===== src/rtl/gate_sequencer.sv =====
// Steps through a stored gate program: fetch, decode, load the gate matrix
// from the matrix table (with timeout/retry), then run the apply unit.
module gate_sequencer #(
  parameter int NUM_QUBITS   = 4,
  parameter int ADDR_W       = 5,
  parameter int LOAD_TIMEOUT = 16
) (
  input  logic              clk,
  input  logic              reset,
  input  logic              start,
  input  logic [ADDR_W:0]   prog_len,
  output logic [ADDR_W-1:0] instr_addr,
  input  logic [7:0]        instr_data,
  output logic [4:0]        mtx_gate,
  output logic              mtx_ready,
  input  logic              mtx_done_pulse,
  output logic              apply_start,
  output logic [2:0]        apply_target,
  input  logic              apply_done,
  output logic              busy,
  output logic              done,
  output logic              error,
  output logic [ADDR_W:0]   gate_count,
  output logic [3:0]        state_dbg
);

  // Handshakes: mtx_ready and apply_start are single-cycle requests. Their
  // completions (mtx_done_pulse, apply_done) are sampled only in LOAD and
  // WAIT_APPLY respectively; a completion seen in any other state is dropped.

  typedef enum logic [3:0] {
    S_IDLE, S_FETCH, S_DECODE, S_REQ, S_LOAD,
    S_APPLY, S_WAIT_APPLY, S_NEXT, S_DONE
  } state_t;

  localparam logic [4:0]    GATE_NOP   = 5'h00;
  localparam logic [4:0]    GATE_HALT  = 5'h1F;
  localparam logic [3:0]    NQ         = 4'(NUM_QUBITS);
  localparam int            TW         = $clog2(LOAD_TIMEOUT + 1);
  localparam logic [TW-1:0] TIMER_INIT = TW'(LOAD_TIMEOUT - 1);

  state_t            state, state_n;
  logic [ADDR_W-1:0] pc, pc_n;
  logic [ADDR_W:0]   len, len_n;
  logic [ADDR_W:0]   gc_n;
  logic [ADDR_W:0]   pc_inc;
  logic [4:0]        gate_n;
  logic [2:0]        tgt_n;
  logic              err_n;
  logic [TW-1:0]     timer, timer_n;

  assign instr_addr = pc;
  assign state_dbg  = state;
  assign pc_inc     = {1'b0, pc} + 1'b1;

  always_comb begin
    state_n = state;
    pc_n    = pc;
    len_n   = len;
    gc_n    = gate_count;
    gate_n  = mtx_gate;
    tgt_n   = apply_target;
    err_n   = error;
    timer_n = timer;
    case (state)
      S_IDLE: begin
        if (start) begin
          len_n   = prog_len;
          pc_n    = '0;
          gc_n    = '0;
          err_n   = 1'b0;
          state_n = (prog_len == '0) ? S_DONE : S_FETCH;
        end
      end
      S_FETCH: state_n = S_DECODE;
      S_DECODE: begin
        if (instr_data[7:3] == GATE_HALT) begin
          state_n = S_DONE;
        end else if (instr_data[7:3] == GATE_NOP) begin
          state_n = S_NEXT;
        end else if ({1'b0, instr_data[2:0]} >= NQ) begin
          err_n   = 1'b1;
          state_n = S_DONE;
        end else begin
          gate_n  = instr_data[7:3];
          tgt_n   = instr_data[2:0];
          state_n = S_REQ;
        end
      end
      S_REQ: begin
        timer_n = TIMER_INIT;
        state_n = S_LOAD;
      end
      S_LOAD: begin
        // A done pulse beats an expiring timer in the same cycle.
        if (mtx_done_pulse) begin
          state_n = S_APPLY;
        end else if (timer <= TW'(1)) begin
          state_n = S_REQ;
        end else begin
          timer_n = timer - 1'b1;
        end
      end
      S_APPLY: state_n = S_WAIT_APPLY;
      S_WAIT_APPLY: begin
        if (apply_done) begin
          gc_n    = gate_count + 1'b1;
          state_n = S_NEXT;
        end
      end
      S_NEXT: begin
        // Compared at ADDR_W+1 bits so a full-depth program ends cleanly.
        if (pc_inc == len) begin
          state_n = S_DONE;
        end else begin
          pc_n    = pc + 1'b1;
          state_n = S_FETCH;
        end
      end
      S_DONE:  state_n = S_IDLE;
      default: state_n = S_IDLE;
    endcase
  end

  always_ff @(posedge clk) begin
    if (reset) begin
      state        <= S_IDLE;
      pc           <= '0;
      len          <= '0;
      gate_count   <= '0;
      mtx_gate     <= '0;
      apply_target <= '0;
      error        <= 1'b0;
      timer        <= '0;
      mtx_ready    <= 1'b0;
      apply_start  <= 1'b0;
      done         <= 1'b0;
      busy         <= 1'b0;
    end else begin
      state        <= state_n;
      pc           <= pc_n;
      len          <= len_n;
      gate_count   <= gc_n;
      mtx_gate     <= gate_n;
      apply_target <= tgt_n;
      error        <= err_n;
      timer        <= timer_n;
      mtx_ready    <= (state_n == S_REQ);
      apply_start  <= (state_n == S_APPLY);
      done         <= (state_n == S_DONE);
      busy         <= (state_n != S_IDLE);
    end
  end

endmodule

===== config.mk =====
export PLATFORM = sky130hd
export DESIGN_NAME = gate_sequencer
export DESIGN_NICKNAME = d
export VERILOG_FILES = /design/src/rtl/gate_sequencer.sv
export SDC_FILE = /design/constraint.sdc
export NUM_CORES = 1
export LEC_CHECK = 0
export ABC_AREA = 0
export CAP_MARGIN = 10
export CORE_MARGIN = 2
export CORE_UTILIZATION = 36
export CTS_CLUSTER_SIZE = 8
export DETAILED_ROUTE_END_ITERATION = 10
export SLEW_MARGIN = 20
export SYNTH_ARGS = -nofsm -noshare
export SYNTH_HDL_FRONTEND = slang
export SYNTH_SLANG_ARGS = --single-unit

===== constraint.sdc =====
create_clock -name clk -period 2.46 [get_ports clk]
set_clock_uncertainty 0.2 [all_clocks]
set_input_delay 0.369 -clock clk [delete_from_list [all_inputs] [get_ports clk]]
set_output_delay 0.369 -clock clk [all_outputs]
set_load 0.005 [all_outputs]

==> flow_summary.yaml <==
status:
  status: "finished, final reports clean"
global_routing:
  grt_usage_pct: 16.3
  grt_pass1_vias: 1804
  grt_max_degree: 31
  grt_pass1_wl_um: 8080
  antenna_found_initial: 0
  grt_overflow: 0
layout:
  nets: 313
  drive_gt1_share_pct: 13.1
  synthToLayoutAreaGrowth_pct: 40.1
  antenna_cells: 0
  final_area_sq_mm: 0.00278
  final_util_pct: 51.5
clocking:
  clock_sinks: 39
  numCtsBuffers: 5
  cts_root_buf: "clkbuf_8"
  postCtsSetupBuffers: 0
  clk_latency_ns: 0.29
  clkTransAtPathRegs_ns: 0.08
  cts_buffer_depth: 2
  cts_tree: "built"
  cts_max_level: 2
  cts-hold-fix-buffers: 0
floorplan:
  ios: 47
  die_h_um: 78.3
  initial_core_util_pct: 36.7
  core-area_sq_mm: 0.00541
  die_area_sq_mm: 0.00613
  rows: 27
  die_w_um: 78.3
timing:
  slew_headroom_pct: 66.6
  max_freq_mhz: 426
  report.final.slew_viol_count: 0
  min_period_ns: 2.35
  holdWs_ns: 0.275
  rsz0062_at_grt: "yes"
  worst_pin_slew_ns: 0.495
  post-route-period-util_pct: 95.5
  final_hold_viol_count: 0
  setup_viol_count_final: 0
  fin_ws_ns: 0.110
critical_path:
  worstSetupStartpointType: "input port"
  slowest_delay_ns: 0.52
  worstPathCellList: "clkdlybuf4s50_1 -> or4b_1 -> nor4_1 -> buf_4 -> o21ai_0 -> a2111oi_4 -> nor4_1"
  endpoint_kind: "flip-flop"
  crit_top_cell: "nor4_1"
  cp_max_fo: 3
  crit_required_ns: 2.42
  path_class: "in2reg"
  crit_arrival_ns: 2.31
  slowest_stage: "or4b_1"
synthesis:
  yosysMostFrequentCell: "dfxtp_1"
  netlist_top_cells_count: "dfxtp_1, nor2_1, nand2_1, a21oi_1, nor3_1"
  ys_seq_area_share_pct: 39.3
  yosysUniqueCellTypes: 56
  ys_ff_latch: 39
  synth_area_leaders: "dfxtp_1, nor2_1, a21oi_1"
  syn_inst: 231
  synth-async-reset-ratio_pct: 0
  synth-edff-count: 0
  ys.flop_type: "dfxtp_1"
  synth_area_per_cell_sq_um: 8.60
  synth_top_area_share_pct: 39.3
  synth_nets: 254
  synth_largest_area_cell: "dfxtp_1"
  synthesis.area_sq_mm: 0.00199
  yosysWarnings: 0
drt:
  ant_nets: 0
  drt_iter0_markers: 56
  wirelength_um: 4650
  dr.pass1.iters: 4
  post_drt_wl_per_cell_um: 12.8
  vias: 1866
  drc: 0
  vias_per_cell: 5.14
power:
  leakagePower_nw: 1.06
  powerDensity_mw_per_mm2: 564
  peakVddDrop_mv: 0.283
  total_power_mw: 1.57
placement:
  placed_cell_area_sq_mm: 0.00262
  globalplace.congestion: 0.770
  place_hpwl_um: 3530
  port_buffers: 46
  dp_slack_ns: -0.215
min_path:
  hp-class: "reg2reg"
job:
  cap_violations: 0
==> layout by cell type, fill, tap and decap left out, types with 3 or more instances in the layout <==
cell type / n
nand3_1: 8
nor2b_1: 4
xnor2_1: 3
a211oi_1: 3
nor2_1: 27
nor3_1: 14
clkdlybuf4s50_1: 46
nand2_1: 22
xor2_1: 8
clkbuf_8: 5
a31oi_1: 5
mux2i_1: 7
buf_4: 17
inv_1: 8
dfxtp_1: 39
ha_1: 3
a21oi_1: 18
o21ai_0: 3
==> kinds of logic (layout without fill, tap and decap cells) <==
| family | after synthesis | after routing | share of synthesized area [%] |
|---|---|---|---|
| buffers and inverters | 20 | 80 | 4.54 |
| AND/OR/NAND/NOR | 99 | 99 | 26.5 |
| multiplexers | 7 | 7 | 3.53 |
| XOR/XNOR | 11 | 11 | 4.85 |
| AO/OA/AOI/OAI | 51 | 51 | 18.8 |
| flip-flops | 39 | 39 | 39.3 |
| adder cells (fa/ha/maj) | 4 | 4 | 2.52 |
==> flip-flops by register name (all words and copies together), names as in the netlist <==
| signal | count |
|---|---|
| apply_start | 1 |
| apply_target | 3 |
| busy | 1 |
| done | 1 |
| error | 1 |
| gate_count | 6 |
| instr_addr | 5 |
| len | 6 |
| mtx_gate | 5 |
| mtx_ready | 1 |
| state_dbg | 4 |
| timer | 5 |
==> final timing paths <==
check	cells after the start	end	slack [ns]	start
setup / recovery	7	mtx_ready	0.11	prog_len[2]
hold / removal	2	len[0]	0.28	len[0]
setup reg to reg	7	instr_addr[3]	0.23	instr_addr[0]
hold reg to reg	2	len[0]	0.28	len[0]
==> layout make-up <==
| cell class | instances | area (sq um) |
|---|---|---|
| multi-input cells | 172 | 1140 |
| repair buffers | 64 | 608 |
| flip-flops and latches | 39 | 781 |
| fillers | 548 | 2620 |
| clock inverters | 3 | 67.6 |
| well taps | 72 | 90.1 |
| clock buffers | 5 | 68.8 |
| inverters | 8 | 30.0 |
==> per-stage QoR <==
step | cells | setup TNS (ns)
3_5_place_dp | 355 | -1.64
5_1_grt | 363 | -0.00866
3_3_place_gp | 355 | -1.21
2_1_floorplan | 231 | 0
6_report | 363 | 0
4_1_cts | 363 | 0
==> layer usage <==
metal / wire, um / global-route usage [%] / vias up
met3: 271 / 4.83 / 7
met2: 2070 / 25.7 / 47
met5: 0 / 0 / -
met1: 2250 / 21.7 / 852
li1: - / - / 960
met4: 53 / 4.91 / 0
==> power by group <==
group / switching, mW / leakage, nW / internal [mW]
clock network: 0.229 / 0.0644 / 0.404
registers: 0.0297 / 0.316 / 0.656
logic: 0.121 / 0.680 / 0.129
total: 0.380 / 1.06 / 1.19
==> worst max-delay path: cells and delay by family <==
kind | cells | cell delay, ns
compound gates | 2 | 0.53
buf+inv | 2 | 0.58
simple gates | 3 | 0.82
==> timing repair <==
item / CTS / global route
hold endpoints to repair: 0 / 0
gates resized for setup: 0 / 4
endpoints found under the setup margin: 0 / 4
Note: power is estimated with default switching activity, not from simulation.
